<file path="src/rtl/pkt_tx.sv">
// -----------------------------------------------------------------------------
// pkt_tx -- packet transmitter feeding a router input port.
//
// Payload bytes are queued in a 64-byte FIFO. A request (start/addr/len) taken
// in IDLE emits a header byte {len, addr}, then len payload bytes popped from
// the FIFO, then an even-parity byte (XOR of header and payload). GAP_CYCLES
// idle cycles follow before the next request is considered. busy from the
// router freezes the byte currently on dout.
//
// Optional feature: define PKT_TX_PARITY_ERR_EN to let corrupt (sampled at
// accept) invert that packet's parity byte. Without it corrupt is ignored.
//
// Ports:
//   clk, rstn          clock, asynchronous active-low reset
//   wr_en, wr_data     payload byte write (dropped while wr_full)
//   wr_full, fill      FIFO full flag and occupancy (0-64)
//   start, addr, len   packet request, sampled in IDLE
//   accept, addr_err   one-cycle request taken / rejected (addr=3) pulses
//   busy               router back-pressure
//   dout, pkt_vd       registered byte and valid (valid low on parity byte)
//   done               one-cycle pulse after the parity byte is consumed
//   corrupt            parity inversion request
// -----------------------------------------------------------------------------
module pkt_tx #(
    parameter int FIFO_DEPTH = 64,
    parameter int GAP_CYCLES = 2
) (
    input  logic       clk,
    input  logic       rstn,
    input  logic       wr_en,
    input  logic [7:0] wr_data,
    output logic       wr_full,
    output logic [6:0] fill,
    input  logic       start,
    input  logic [1:0] addr,
    input  logic [5:0] len,
    output logic       accept,
    output logic       addr_err,
    input  logic       busy,
    output logic [7:0] dout,
    output logic       pkt_vd,
    output logic       done,
    input  logic       corrupt
);

    localparam logic [2:0] S_IDLE    = 3'd0;
    localparam logic [2:0] S_HEADER  = 3'd1;
    localparam logic [2:0] S_PAYLOAD = 3'd2;
    localparam logic [2:0] S_PARITY  = 3'd3;
    localparam logic [2:0] S_GAP     = 3'd4;

    logic [7:0] mem [0:63];
    logic [5:0] wr_ptr_q, rd_ptr_q;
    logic [6:0] count_q;
    logic       wr_ok, pop;

    logic [2:0] state_q, state_d;
    logic [7:0] dout_q, dout_d;
    logic       pkt_vd_q, pkt_vd_d;
    logic       accept_q, accept_d;
    logic       addr_err_q, addr_err_d;
    logic       done_q, done_d;
    logic [5:0] cnt_q, cnt_d;      // payload bytes left after current one, or gap cycles left
    logic [7:0] par_q, par_d;      // running XOR of every byte loaded onto dout
    logic [5:0] len_q, len_d;
    logic [1:0] addr_q, addr_d;
    logic       inv_q, inv_d;

    logic [7:0] head_byte, cur_byte, next_byte, par_out;

    assign wr_full   = (count_q == 7'(FIFO_DEPTH));
    assign fill      = count_q;
    // Full is judged on the pre-pop occupancy, so a write at full is dropped
    // even if a byte leaves on the same edge.
    assign wr_ok     = wr_en && !wr_full;

    assign head_byte = {len_q, addr_q};
    assign cur_byte  = mem[rd_ptr_q];
    assign next_byte = mem[rd_ptr_q + 6'd1];
    assign par_out   = par_q ^ {8{inv_q}};

    assign dout      = dout_q;
    assign pkt_vd    = pkt_vd_q;
    assign accept    = accept_q;
    assign addr_err  = addr_err_q;
    assign done      = done_q;

`ifdef PKT_TX_PARITY_ERR_EN
`else
    logic unused_corrupt;
    assign unused_corrupt = corrupt;
`endif

    // NOTE: every signal gets a default at the top of always_comb so no path
    // leaves one unassigned, which would otherwise infer a latch.
    always_comb begin
        state_d    = state_q;
        dout_d     = dout_q;
        pkt_vd_d   = pkt_vd_q;
        accept_d   = 1'b0;
        addr_err_d = 1'b0;
        done_d     = 1'b0;
        cnt_d      = cnt_q;
        par_d      = par_q;
        len_d      = len_q;
        addr_d     = addr_q;
        inv_d      = inv_q;
        pop        = 1'b0;

        case (state_q)
            S_IDLE: begin
                dout_d   = 8'h00;
                pkt_vd_d = 1'b0;
                if (start) begin
                    if (addr == 2'd3) begin
                        addr_err_d = 1'b1;
                    end else if (count_q >= {1'b0, len}) begin
                        accept_d = 1'b1;
                        len_d    = len;
                        addr_d   = addr;
`ifdef PKT_TX_PARITY_ERR_EN
                        inv_d    = corrupt;
`else
                        inv_d    = 1'b0;
`endif
                        state_d  = S_HEADER;
                    end
                end
            end
            S_HEADER: begin
                // The accept cycle is spent in HEADER with nothing on dout yet;
                // the header byte is loaded on the following edge.
                if (!pkt_vd_q) begin
                    dout_d   = head_byte;
                    pkt_vd_d = 1'b1;
                    par_d    = head_byte;
                end else if (!busy) begin
                    if (len_q == 6'd0) begin
                        state_d  = S_PARITY;
                        dout_d   = par_out;
                        pkt_vd_d = 1'b0;
                    end else begin
                        state_d = S_PAYLOAD;
                        dout_d  = cur_byte;
                        par_d   = par_q ^ cur_byte;
                        cnt_d   = len_q - 6'd1;
                    end
                end
            end
            S_PAYLOAD: begin
                // The byte on dout is popped only when the router takes it.
                if (!busy) begin
                    pop = 1'b1;
                    if (cnt_q == 6'd0) begin
                        state_d  = S_PARITY;
                        dout_d   = par_out;
                        pkt_vd_d = 1'b0;
                    end else begin
                        dout_d = next_byte;
                        par_d  = par_q ^ next_byte;
                        cnt_d  = cnt_q - 6'd1;
                    end
                end
            end
            S_PARITY: begin
                if (!busy) begin
                    done_d  = 1'b1;
                    state_d = S_GAP;
                    dout_d  = 8'h00;
                    cnt_d   = 6'(GAP_CYCLES - 1);
                end
            end
            S_GAP: begin
                if (cnt_q == 6'd0) state_d = S_IDLE;
                else               cnt_d   = cnt_q - 6'd1;
            end
            default: begin
                state_d  = S_IDLE;
                dout_d   = 8'h00;
                pkt_vd_d = 1'b0;
            end
        endcase
    end

    // NOTE: state uses non-blocking assignments so every register samples the
    // pre-edge values regardless of statement order.
    always_ff @(posedge clk or negedge rstn) begin
        if (!rstn) begin
            state_q    <= S_IDLE;
            dout_q     <= 8'h00;
            pkt_vd_q   <= 1'b0;
            accept_q   <= 1'b0;
            addr_err_q <= 1'b0;
            done_q     <= 1'b0;
            cnt_q      <= 6'd0;
            par_q      <= 8'h00;
            len_q      <= 6'd0;
            addr_q     <= 2'd0;
            inv_q      <= 1'b0;
            wr_ptr_q   <= 6'd0;
            rd_ptr_q   <= 6'd0;
            count_q    <= 7'd0;
        end else begin
            state_q    <= state_d;
            dout_q     <= dout_d;
            pkt_vd_q   <= pkt_vd_d;
            accept_q   <= accept_d;
            addr_err_q <= addr_err_d;
            done_q     <= done_d;
            cnt_q      <= cnt_d;
            par_q      <= par_d;
            len_q      <= len_d;
            addr_q     <= addr_d;
            inv_q      <= inv_d;
            if (wr_ok) wr_ptr_q <= wr_ptr_q + 6'd1;
            if (pop)   rd_ptr_q <= rd_ptr_q + 6'd1;
            case ({wr_ok, pop})
                2'b10:   count_q <= count_q + 7'd1;
                2'b01:   count_q <= count_q - 7'd1;
                default: count_q <= count_q;
            endcase
        end
    end

    // NOTE: the storage array has no reset; resetting the pointers and count
    // empties the FIFO, and stale contents are never read.
    always_ff @(posedge clk) begin
        if (wr_ok) mem[wr_ptr_q] <= wr_data;
    end

endmodule

</file>
<file path="config.mk">
export PLATFORM = sky130hd
export DESIGN_NAME = pkt_tx
export DESIGN_NICKNAME = d
export VERILOG_FILES = /design/src/rtl/pkt_tx.sv
export SDC_FILE = /design/constraint.sdc
export NUM_CORES = 1
export LEC_CHECK = 0
export BUFFER_PORTS_ARGS = -buffer_cell sky130_fd_sc_hd__buf_2
export CAP_MARGIN = 20
export CELL_PAD_IN_SITES_DETAIL_PLACEMENT = 1
export CELL_PAD_IN_SITES_GLOBAL_PLACEMENT = 1
export CORE_MARGIN = 5
export CORE_UTILIZATION = 49
export DETAILED_ROUTE_END_ITERATION = 10
export GPL_TIMING_DRIVEN = 0
export PLACE_DENSITY_LB_ADDON = 0.1
export SYNTH_ARGS = -nofsm -noshare
export SYNTH_HDL_FRONTEND = slang
export SYNTH_SLANG_ARGS = --single-unit
</file>
<file path="constraint.sdc">
create_clock -name clk -period 3 [get_ports clk]
set_input_delay 0.15 -clock clk [delete_from_list [all_inputs] [get_ports clk]]
set_output_delay 0.15 -clock clk [all_outputs]
set_load 0.1 [all_outputs]
</file>
# Word-level counts from Yosys, hierarchy flattened
# Memory sizes are Yosys's and may differ from the RTL's.
# Index checks and enable logic that the tools add are counted.
# W data, S select, Z words.
# totals
register_bits	56
ramBits	512
inputBits	22
out_inout_bits	20
elab_cells	112
n_memories	1
# op_classes
add_sub_neg	6
order_cmp	1
eq_ne	21
muxes	50
bitwise	5
reduce_logical	15
# memory_table
memory	depth	width	read_ports	rd_clocked_by_memory_dff	wr	line	rtl
mem	64	8	2	0	1	52	logic [7:0] mem [0:63];
# ops
cell	count
$mux W8	11
$mux W6	6
$pmux W8 S4	1
$mux W3	9
$pmux W6 S4	1
$ne A2 B2 Y1 const B	11
$mux W1	18
$pmux W8 S2	1
$xor A8 B8 Y8	2
$pmux W3 S5	1
$pmux W7 S2	1
$add A6 B1 Y6 const B	2
$logic_not A6 Y1	2
$sub A6 B1 Y6 const B	2
$reduce_and A9 Y1	1
$reduce_and A4 Y1	2
$add A7 B1 Y7 const B	1
$eq A7 B7 Y1 const B	1
$ge A7 B6 Y1	1
$sub A7 B1 Y7 const B	1
$eq A3 B2 Y1 const B	2
$ne A3 B3 Y1 const B	2
$reduce_and A6 Y1	1
$reduce_and A5 Y1	1
13 further kinds	17

# Longest topological paths before layout
# Gate-level depths: netlist of run 1.
# An unclocked memory read counts as a cell.
# logic_depth
depth_word	6
depth_mapped	16
depth_no_buf	14

# Worst setup path before layout of run 1
# No wires, ideal clock.
# synth_path
path_kind	flip-flop to flip-flop
startpoint	register count_q[1] (netlist: fill[1])
endpoint	register count_q[6] (netlist: fill[6])
setup_ns	0.163
arrival_ns	3.520
required_time_ns	2.837
slack_ns	-0.682
stages_incl_launch_ff	17
n_path_buf	2
period_less_slack_ns	3.682
path_cell_list	dfrtp_1 > clkbuf_1 > nor4_1 > nand3_1 > nand2_1 > ha_1 > clkbuf_1 > xor2_1 > ha_1 > nor3_1 > a21oi_1 > nor2_1 > nor3_1 > and3_1 > o21ai_0 > a21oi_1 > xor2_1
# synth_via
elab_chain_cells	5
word_cells_on_any_way	9
classes_between	add/sub: 2; eq/ne: 3; mux: 1; reduce/logical: 3
# synth_rtl
element	line	rtl
start: declaration	54	logic [6:0] count_q;
start signal: assignment	218	2'b10: count_q <= count_q + 7'd1;
start signal: assignment	219	2'b01: count_q <= count_q - 7'd1;
start signal: assignment	220	default: count_q <= count_q;
parallel branches: the longest is 5 deep, another holds $sub A7 B1 Y7	--	
# Parallel ways; which one is timed is not known.
# A chain may end at the register's enable or synchronous reset.

# Worst setup path in the final report of run 1
# layout_path
startpoint	register rd_ptr_q[0]
endpoint	register par_q[2]
# layout_via
elab_chain_cells	6
word_cells_on_any_way	10
classes_between	add/sub: 1; mux: 6; bitwise: 2; memory: 1
# layout_rtl
element	line	rtl
start: declaration	53	logic [5:0] wr_ptr_q, rd_ptr_q;
start signal: assignment	216	if (pop) rd_ptr_q <= rd_ptr_q + 6'd1;
$add A6 B1 Y6 or $mem_v2 Z64 W8 (tied branches)	--	
$mem_v2 Z64 W8 *	--	
$xor A8 B8 Y8 or $mux W8 (tied branches)	160, 138	
$mux W8 (on tied branches)	154, 137	
$mux W8 (on tied branches)	152, 133	
$pmux W8 S2 *	110	case (state_q)
end signal: assignment	211	par_q <= par_d;
end: declaration	64	logic [7:0] par_q, par_d;
# Mark *: on every way between the ends. The rest lies on a longest branch, timed or not. The select of a mux whose other input is x is not followed.

==> reports/qor.yml, run 1 <==
yosysSeqAreaShare: 0.601
grt_pass1_vias: 18800
hold_end: "mem[49][5]$_DFFE_PP_"
regToRegStartpoint: "rd_ptr_q[0]$_DFFE_PN0P_"
synthFlopType: "edfxtp_1"
status: "complete, but fails checks"
die_h_microns: 249
fin_area_sq_um: 32900
synth_warnings: 0
place_ws_ns: -1.24
dieWidth_microns: 249
drt_iter0_drc: 2506
cts_tree: "yes"
postSynthAreaPerCell_sq_um: 15.9
grt_first_pass_wirelength_microns: 138000
antenna_found_initial: 0
detail_route.first_pass.iterations: 6
layout_setup_ws_ns: -0.0544
fp-row-count: 87
routed_wl_microns: 97300
globalplace.congestion: 1.01
regArea_sq_um: 16800
syn_inst: 1760
dp_hpwl_microns: 67600
syn_to_final_growth_pct: 17.7
whs_path_depth: 1
p_leak_nw: 10.9
postRouteAntennaNets: 0
cts_root_buffer: "clkbuf_16"
numCtsBuffers: 59
dp_cells: 2563
post-route-drc-count: 0
crit_type: "reg -> reg"
core-area_sq_um: 56400
fin_skew_ns: 0.0310
wire_per_inst_microns: 35.9
port_buffers: 40
synth_nets: 1794
cp.arrival_ns: 3.55
multi_input_area_sq_um: 11400
synth_area_sq_um: 27900
netlist-cell-type-count: 71
r2r_slack_ns: -0.05
violations: "setup timing"
cts.sinks: 568
pin_count: 42
ys_seq_elements: 568
h-tree-depth: 2
period_share: 1.02
timing_hold_violations_final: 0
vias: 18600
grt_usage: 0.305
slew_headroom: 0.248
dpl-instance-area_sq_um: 29200
cts_max_path_buffers: 3
finalSetupViolCount: 4
grt_overflow_total: 0
drv_cap: 0
via_per_inst: 6.85
start_util: 0.495
start_kind: "register"
fmax_mhz: 327
worst_pin_slew_ns: 1.12
n_antenna_cell: 0
r2r-end: "par_q[2]$_DFFE_PN0P_"
vdd.ir_drop.worst_v: 0.000618
clk_pin_slew_ns: 0.06
drive_gt1_frac: 0.370
grt_start_max_net_pins: 65
n_fill_cell: 5167
async_reset_ff_frac: 0.0986
reg2reg_depth: 11
layout.nets: 1940
synth_edf_count: 512
insertion_delay_ns: 0.66
rsz0062_at_grt: "true"
hold_path.class: "in -> reg"
crit_path_end_kind: "register"
final_cells: 2712
die-area_sq_um: 61900
worstPathMaxFanout: 10
hp-start: "wr_data[5]"
fin_crit_ns: 3.05
drv_slew: 0
required_ns: 3.49
powerDensity_nw_per_um2: 1060
registers in the layout (all words and copies together) (netlist names), 3 cells and up:
signal	count
state_q	3
cnt_q	6
dout	8
mem	512
rd_ptr_q	6
wr_ptr_q	6
len_q	6
par_q	8
fill	7
critical path, cell delays in order (launching register included):
cell and delay (ns):
dfrtp_2 0.47, ha_4 0.18, buf_4 0.19, xnor2_4 0.29, buf_4 0.25, buf_4 0.23, nand2_1 0.12, a31oi_2 0.46
nand4_1 0.24, o311ai_4 0.17, or2_1 0.17, o2111ai_1 0.12
what timing repair did:
action	CTS	global route
buffers inserted	21	7
resized for setup	210	106
endpoints found under the hold margin	41	27
hold buffers	12	2
endpoints found under the setup margin	532	220
pin swaps	14	25
report_power, final:
part,total (mW),internal (mW),leakage [nW],switching [mW]
Sequential,9.79,9.24,5.29,0.551
Combinational,17.8,6.96,4.63,10.8
Clock,7.23,4.01,0.931,3.21
Total,34.8,20.2,10.9,14.6
cell usage in the layout (no fill, tap or decap), types with 14 or more instances in the layout:
cell,synthesis,routed
edfxtp_1,512,512
mux4_2,231,231
nand2_1,178,172
nor2_1,120,73
clkbuf_16,0,59
mux2_2,48,48
dfrtp_1,56,48
buf_2,25,46
buf_4,19,45
nor2_2,1,43
mux2i_1,36,32
buf_6,27,32
nand3_1,42,31
clkbuf_1,43,30
o21ai_0,34,28
a21oi_1,30,27
o22ai_1,35,24
xnor2_1,22,21
nor2b_1,22,19
buf_12,0,18
clkinv_2,0,18
dlygate4sd3_1,0,14
synthesized netlist by cell type (all sizes together) (9+ instances only):
cell | number | share of area
a21oi | 30 | 0.0054
o21ai | 42 | 0.0075
mux2 | 48 | 0.019
or2 | 10 | 0.0022
xor2 | 13 | 0.0046
dfrtp | 56 | 0.050
edfxtp | 512 | 0.55
nand3 | 43 | 0.0079
a31oi | 17 | 0.0038
and3 | 9 | 0.0021
nand2b | 12 | 0.0027
nand4 | 11 | 0.0025
nand2 | 178 | 0.024
buf | 81 | 0.022
mux2i | 36 | 0.013
o22ai | 35 | 0.0078
ha | 12 | 0.0054
xnor2 | 23 | 0.0075
mux4 | 232 | 0.19
nor3 | 17 | 0.0032
nor2b | 22 | 0.0049
o31ai | 10 | 0.0029
clkbuf | 43 | 0.0058
a211oi | 12 | 0.0032
inv | 14 | 0.0019
a22oi | 17 | 0.0046
nor2 | 121 | 0.016
layout make-up:
type | instances | share of cell area
Buffer | 117 | 0.0320
Sequential cell | 568 | 0.511
Timing Repair Buffer | 92 | 0.0239
Multi-Input combinational cell | 1053 | 0.346
Inverter | 15 | 0.00194
Clock inverter | 40 | 0.0101
Clock buffer | 71 | 0.0469
Tap cell | 756 | 0.0288
cell families (layout without fill, tap and decap cells):
group	after synthesis	count (layout)	share of synthesized area
AOI/OAI and AO/OA	238	238	0.0598
xor gates and xnor gates	36	36	0.0121
adders and majority gates	12	12	0.00538
buffers and inverters	139	335	0.0296
DFF	568	568	0.601
muxes	316	316	0.219
and+or+nand+nor	451	451	0.0730
stage by stage:
step,power [mW],TNS [ns],hold slack (ns),util
after floorplan,19.9,-0.111,-0.146,-
after global placement,25.1,-175.99,0.406,0.516
after global routing,35.7,-0.749,0.0422,0.583
final,34.8,-0.0945,0.0420,0.583
after detailed placement,25.4,-204.81,0.223,0.519
after CTS,33.9,-17.37,0.0154,0.573
worst max path at each step:
| stage | start | end | slack [ns] | cells past startpoint |
|---|---|---|---|---|
| 2_1_floorplan | fill[1]$_DFFE_PN0P_ | fill[6]$_DFFE_PN0P_ | -0.11 | 16 |
| 3_3_place_gp | rd_ptr_q[0]$_DFFE_PN0P_ | dout[5]$_DFFE_PN0P_ | -1.25 | 8 |
| 3_5_place_dp | rd_ptr_q[0]$_DFFE_PN0P_ | dout[5]$_DFFE_PN0P_ | -1.24 | 8 |
| 4_1_cts | fill[3]$_DFFE_PN0P_ | mem[37][7]$_DFFE_PP_ | -0.24 | 6 |
| 5_1_grt | rd_ptr_q[0]$_DFFE_PN0P_ | par_q[2]$_DFFE_PN0P_ | -0.11 | 11 |
| 6_report | rd_ptr_q[0]$_DFFE_PN0P_ | par_q[2]$_DFFE_PN0P_ | -0.05 | 11 |
layer usage:
metal / track usage / part of all wire / routed length [microns]
met1: 0.415 / 0.39 / 37500
met2: 0.487 / 0.47 / 45900
met3: 0.0602 / 0.092 / 8910
met4: 0.130 / 0.051 / 4940
met5: 0 / 0 / 0
Note: power is estimated with default switching activity, not from simulation.
==> inputs of run 2 (changes only) <==
MAX_ROUTING_LAYER = met4   (was unset)
==> run 2 against run 1 <==
Net effect:
- the flow still finishes with violations (setup timing)
- die area unchanged
- clock skew increased by 0.00078 ns
- clock power shrank 0.6%
- critical path depth down 2
- combinational power about the same
- hold slack lost 0.019 ns
- sequential power about the same
- highest routed layer unchanged
==> reports/qor.yml, run 2 (synthesis results as in run 1) <==
fin_crit_ns: 3.07  # was 3.05 ns
fp-row-count: 87  # unchanged
dieWidth_microns: 249  # unchanged
die-area_sq_um: 61900  # unchanged
drt_iter0_drc: 2087  # was 2506
crit_path_end_kind: "register"  # unchanged
place_ws_ns: -1.37  # was -1.24 ns
grt_start_max_net_pins: 65  # unchanged
start_util: 0.495  # unchanged
pin_count: 42  # unchanged
cts_root_buffer: "clkbuf_16"  # unchanged
cts_max_path_buffers: 3  # unchanged
routed_wl_microns: 97700  # was 97300 microns
vdd.ir_drop.worst_v: 0.000706  # was 0.000618 V
port_buffers: 40  # unchanged
power_mw: 35.0  # was 34.8 mW
powerDensity_nw_per_um2: 1060  # about the same
numCtsBuffers: 60  # was 59
crit_type: "reg -> reg"  # unchanged
syn_to_final_growth_pct: 18.0  # was 17.7%
finalSetupViolCount: 29  # was 4
final_cells: 2725  # was 2712
grt_overflow_total: 0  # unchanged
dp_cells: 2564  # was 2563
fin_area_sq_um: 33000  # was 32900 sq um
worstPathMaxFanout: 10  # unchanged
status: "complete, but fails checks"  # unchanged
grt_usage: 0.319  # was 0.305
final_common_cell: "edfxtp_1"  # unchanged
cts_tree: "yes"  # unchanged
cp.arrival_ns: 3.62  # was 3.55 ns
dp_hpwl_microns: 68300  # was 67600 microns
n_fill_cell: 5153  # was 5167
max_flop_register: "mem"  # unchanged
period_share: 1.02  # about the same
rsz0062_at_grt: "true"  # unchanged
fmax_mhz: 326  # was 327 MHz
cts.sinks: 568  # unchanged
layout.nets: 1955  # was 1940
fin_skew_ns: 0.0318  # was 0.0310 ns
grt_first_pass_wirelength_microns: 139000  # was 138000 microns
detail_route.first_pass.iterations: 5  # was 6
final_util: 0.585  # was 0.583
regArea_sq_um: 16800  # unchanged
final_cell_mix: "edfxtp_1 (512), mux4_2 (231), nand2_1 (170)"  # was edfxtp_1 (512), mux4_2 (231), nand2_1 (172)
drv_cap: 0  # unchanged
hold_path.class: "in -> async"  # was in -> reg
vias: 18600  # about the same
p_leak_nw: 10.9  # about the same
wire_per_inst_microns: 35.9  # about the same
die_h_microns: 249  # unchanged
slew_headroom: 0.306  # was 0.248
timing_hold_violations_final: 0  # unchanged
core-area_sq_um: 56400  # unchanged
violations: "setup timing"  # unchanged
drive_gt1_frac: 0.365  # was 0.370
antenna_found_initial: 0  # unchanged
h-tree-depth: 2  # unchanged
layout_setup_ws_ns: -0.0706  # was -0.0544 ns
globalplace.congestion: 1.01  # about the same
dpl-instance-area_sq_um: 29300  # was 29200 sq um
via_per_inst: 6.81  # was 6.85
required_ns: 3.55  # was 3.49 ns
n_antenna_cell: 0  # unchanged
post-route-drc-count: 0  # unchanged
worst_pin_slew_ns: 1.04  # was 1.12 ns
multi_input_area_sq_um: 11300  # was 11400 sq um
postRouteAntennaNets: 0  # unchanged
drv_slew: 0  # unchanged
start_kind: "register"  # unchanged
insertion_delay_ns: 0.65  # was 0.66 ns
clk_pin_slew_ns: 0.06  # about the same
largest_reg_flops: 512  # unchanged
grt_pass1_vias: 19200  # was 18800
==> run 2: changes by cell type in the layout (fill, tap and decap cells not counted), sizes merged <==
| cell | delta |
|---|---|
| buf | +14 |
| bufinv | -1 |
| clkbuf | +4 |
| clkinv | -5 |
| clkinvlp | -1 |
| dlygate4sd3 | +2 |
==> run 2: stage by stage <==
step / hold WS [ns] / setup TNS (ns)
floorplan: -0.146 / -0.111
global placement: 0.404 / -177.27
detailed placement: 0.161 / -179.34
CTS: 0.0147 / -7.17
global route: 0.0620 / -4.16
finish: 0.0231 / -1.51
==> run 2: final timing paths <==
check | startpoint | end | slack [ns] | cells after the start
worst min-delay path | rstn | cnt_q[2]$_DFFE_PN0P_ | 0.02 | 2
worst max-delay path | rd_ptr_q[1]$_DFFE_PN0P_ | par_q[1]$_DFFE_PN0P_ | -0.07 | 9
max in group asynchronous | rstn | rd_ptr_q[1]$_DFFE_PN0P_ | 2.35 | 3
worst max register to register | rd_ptr_q[1]$_DFFE_PN0P_ | par_q[1]$_DFFE_PN0P_ | -0.07 | 9
min in group clk | wr_data[2] | mem[5][2]$_DFFE_PP_ | 0.05 | 1
worst min register to register | wr_ptr_q[2]$_DFFE_PN0P_ | wr_ptr_q[2]$_DFFE_PN0P_ | 0.50 | 1
==> run 2: routing by layer <==
metal,up-vias,track usage,wire (microns)
met5,-,-,0
met3,259,0.0600,8960
met1,9793,0.417,37000
li1,7478,-,-
met4,0,0.148,5700
met2,1038,0.491,46100
==> run 2: power by group <==
group | internal [mW] | total [mW] | leakage [nW] | switching [mW]
Combinational | 7.14 | 18.0 | 4.71 | 10.8
Sequential | 9.24 | 9.80 | 5.29 | 0.561
Clock | 3.99 | 7.19 | 0.901 | 3.20
==> run 2: layout make-up <==
cell class / instances / share of cell area
Sequential cell: 568 / 0.509
Multi-Input combinational cell: 1053 / 0.344
Clock buffer: 77 / 0.0481
Buffer: 117 / 0.0341
Tap cell: 756 / 0.0287
Timing Repair Buffer: 106 / 0.0262
Clock inverter: 33 / 0.00790
Inverter: 15 / 0.00190
==> run 2: critical path, stage by stage (launching register included) <==
cell and delay, ns:
dfrtp_2 0.48, buf_12 0.18, buf_12 0.16, buf_4 0.21
a2111oi_0 0.75, nor4_2 0.16, o311a_1 0.48, xnor2_1 0.17
a211o_1 0.30, o2111ai_1 0.08
==> run 2: repair_timing <==
action                                  in CTS  in global routing
hold endpoints to repair                   105                 20
endpoints found under the setup margin     532                210
pin swaps                                   14                 19
hold buffers                                14                  2
resized for setup                          240                 87
setup buffers                               29                 12
==> inputs of run 3 (changes only) <==
CTS_BUF_LIST = sky130_fd_sc_hd__clkbuf_8 sky130_fd_sc_hd__clkbuf_16   (was unset)
==> run 3 against run 2 <==
Net effect:
- the flow still finishes with violations (setup timing)
- die area did not move
- first-iteration DRC count decreased by 0.29%
- cell count is the same
- combinational power about the same
- routed wire length hardly changed
- sequential share of layout area is the same
- worst setup slack got worse by 0.010 ns
- register-to-register slack barely moved
==> reports/qor.yml, run 3 (synthesis results as in run 1) <==
status: "complete, but fails checks"  # unchanged
violations: "setup timing"  # unchanged
start_util: 0.495  # unchanged
routed_wl_microns: 97700  # about the same
detail_route.first_pass.iterations: 5  # unchanged
finalSetupViolCount: 27  # was 29
fin_crit_ns: 3.08  # was 3.07 ns
wire_per_inst_microns: 35.9  # about the same
vias: 18500  # was 18600
antenna_found_initial: 0  # unchanged
pin_count: 42  # unchanged
worstPathMaxFanout: 9  # was 10
met3_usage: 0.0600  # unchanged
path_delay_family: "simple AND/OR/NAND/NOR gates"  # was compound AO/OA/AOI/OAI gates
vdd.ir_drop.worst_v: 0.000700  # was 0.000706 V
fp-row-count: 87  # unchanged
largest_reg_flops: 512  # unchanged
clk_pin_slew_ns: 0.06  # about the same
start_kind: "register"  # unchanged
via_per_inst: 6.81  # about the same
final_cells: 2725  # unchanged
grt_usage: 0.319  # unchanged
critPathBufInv: 1  # was 3
cts_max_path_buffers: 3  # unchanged
cp.arrival_ns: 3.35  # was 3.62 ns
grt_start_max_net_pins: 65  # unchanged
fin_setup_tns_ns: -1.68  # was -1.51 ns
grt_pass1_vias: 19200  # unchanged
insertion_delay_ns: 0.65  # about the same
timing_hold_violations_final: 0  # unchanged
grt_first_pass_wirelength_microns: 139000  # unchanged
layout_setup_ws_ns: -0.0809  # was -0.0706 ns
crit_chain: "nor2_1 -> nand3_2 -> buf_6 -> nand2_2 -> nor2_1 -> nand2_1 -> nor2_1"  # was buf_12 -> buf_12 -> buf_4 -> a2111oi_0 -> nor4_2 -> o311a_1 -> xnor2_1 -> a211o_1 -> o2111ai_1
final_common_cell: "edfxtp_1"  # unchanged
p_leak_nw: 11.0  # was 10.9 nW
dp_hpwl_microns: 68300  # unchanged
drv_cap: 0  # unchanged
final_cell_mix: "edfxtp_1 (512), mux4_2 (231), nand2_1 (170)"  # unchanged
postRouteAntennaNets: 0  # unchanged
final_util: 0.585  # unchanged
crit_slowest_cell: "nor2_1"  # was a2111oi_0
globalplace.congestion: 1.01  # unchanged
drive_gt1_frac: 0.365  # unchanged
dieWidth_microns: 249  # unchanged
grt_busiest_layer: "met2"  # unchanged
crit_type: "reg -> reg"  # unchanged
crit_top_cell: "nor2_1"  # was buf_12
powerDensity_nw_per_um2: 1060  # about the same
n_antenna_cell: 0  # unchanged
hold_path.class: "in -> async"  # unchanged
core-area_sq_um: 56400  # unchanged
layout.nets: 1955  # unchanged
drt_iter0_drc: 2081  # was 2087
worst_pin_slew_ns: 1.04  # about the same
drv_slew: 0  # unchanged
port_buffers: 40  # unchanged
period_share: 1.03  # was 1.02
crit_path_end_kind: "register"  # unchanged
die-area_sq_um: 61900  # unchanged
cts_tree: "yes"  # unchanged
syn_to_final_growth_pct: 18.0  # unchanged
cts.sinks: 568  # unchanged
grt_overflow_total: 0  # unchanged
die_h_microns: 249  # unchanged
dp_cells: 2564  # unchanged
crit_path_max_incr_delay_ns: 0.93  # was 0.75 ns
max_flop_register: "mem"  # unchanged
post-route-drc-count: 0  # unchanged
gr-usage-met2: 0.491  # unchanged
met1_usage: 0.417  # unchanged
fin_skew_ns: 0.0326  # was 0.0318 ns
slew_headroom: 0.305  # was 0.306
required_ns: 3.27  # was 3.55 ns
fmax_mhz: 325  # was 326 MHz
cts_root_buffer: "clkbuf_16"  # unchanged
h-tree-depth: 2  # unchanged
numCtsBuffers: 60  # unchanged
rsz0062_at_grt: "true"  # unchanged
[run 3: cell types whose count changed in the layout (fill, tap and decap cells not counted), sizes merged]
cell,change
inv,+16
clkbuf,-16
[run 3: what timing repair did]
action                                  CTS  global route
setup buffers                            29            12
hold buffers                             14             2
resized for setup                       240            87
endpoints found under the setup margin  532           210
hold endpoints to repair                105            20
pin swaps                                14            19
[run 3: cell type report]
class	instances	area, sq um
timing repair buffer	106	862
inverter	15	62.6
clock inverter	49	320
sequential	568	16800
fill	5153	23400
clock buffer	61	1530
tap	756	946
buffer	117	1120
multi-input combinational	1053	11300
[run 3: worst register-to-register path: cells and delay by family (launching register included)]
kind	cells	cell delay [ns]
flip-flops	1	0.48
buffers and inverters	1	0.10
AND/OR/NAND/NOR	6	2.13
[run 3: final timing paths]
| path | start | end | slack (ns) | cells after the start |
|---|---|---|---|---|
| worst max-delay path | fill[3]$_DFFE_PN0P_ | mem[24][5]$_DFFE_PP_ | -0.08 | 7 |
| worst min-delay path | rstn | cnt_q[2]$_DFFE_PN0P_ | 0.02 | 2 |
| worst max register to register | fill[3]$_DFFE_PN0P_ | mem[24][5]$_DFFE_PP_ | -0.08 | 7 |
| worst min register to register | wr_ptr_q[2]$_DFFE_PN0P_ | wr_ptr_q[2]$_DFFE_PN0P_ | 0.50 | 1 |
| max in group asynchronous | rstn | rd_ptr_q[1]$_DFFE_PN0P_ | 2.35 | 3 |
| min in group clk | wr_data[2] | mem[5][2]$_DFFE_PP_ | 0.05 | 1 |
[run 3: power breakdown]
| part | switching, mW | leakage, nW | internal [mW] |
|---|---|---|---|
| sequential | 0.561 | 5.29 | 9.24 |
| clock | 3.20 | 0.968 | 3.93 |
| combinational | 10.8 | 4.71 | 7.14 |
[run 3: stage by stage]
stage | hold WS [ns] | area (sq um) | setup slack, ns | power [mW]
floorplan | -0.146 | 28000 | -0.111 | 19.9
global placement | 0.404 | 29100 | -1.32 | 25.1
detailed placement | 0.161 | 29300 | -1.37 | 25.4
CTS | 0.0147 | 32400 | -0.117 | 34.1
global route | 0.0620 | 33000 | -0.147 | 36.0
finish | 0.0237 | 33000 | -0.0809 | 34.9
[run 3: metal layers]
layer  up-vias  routed length [microns]
met1      9801                    37100
li1       7470                        -
met3       245                     8830
met5         -                        0
met2      1031                    46100
met4         0                     5640
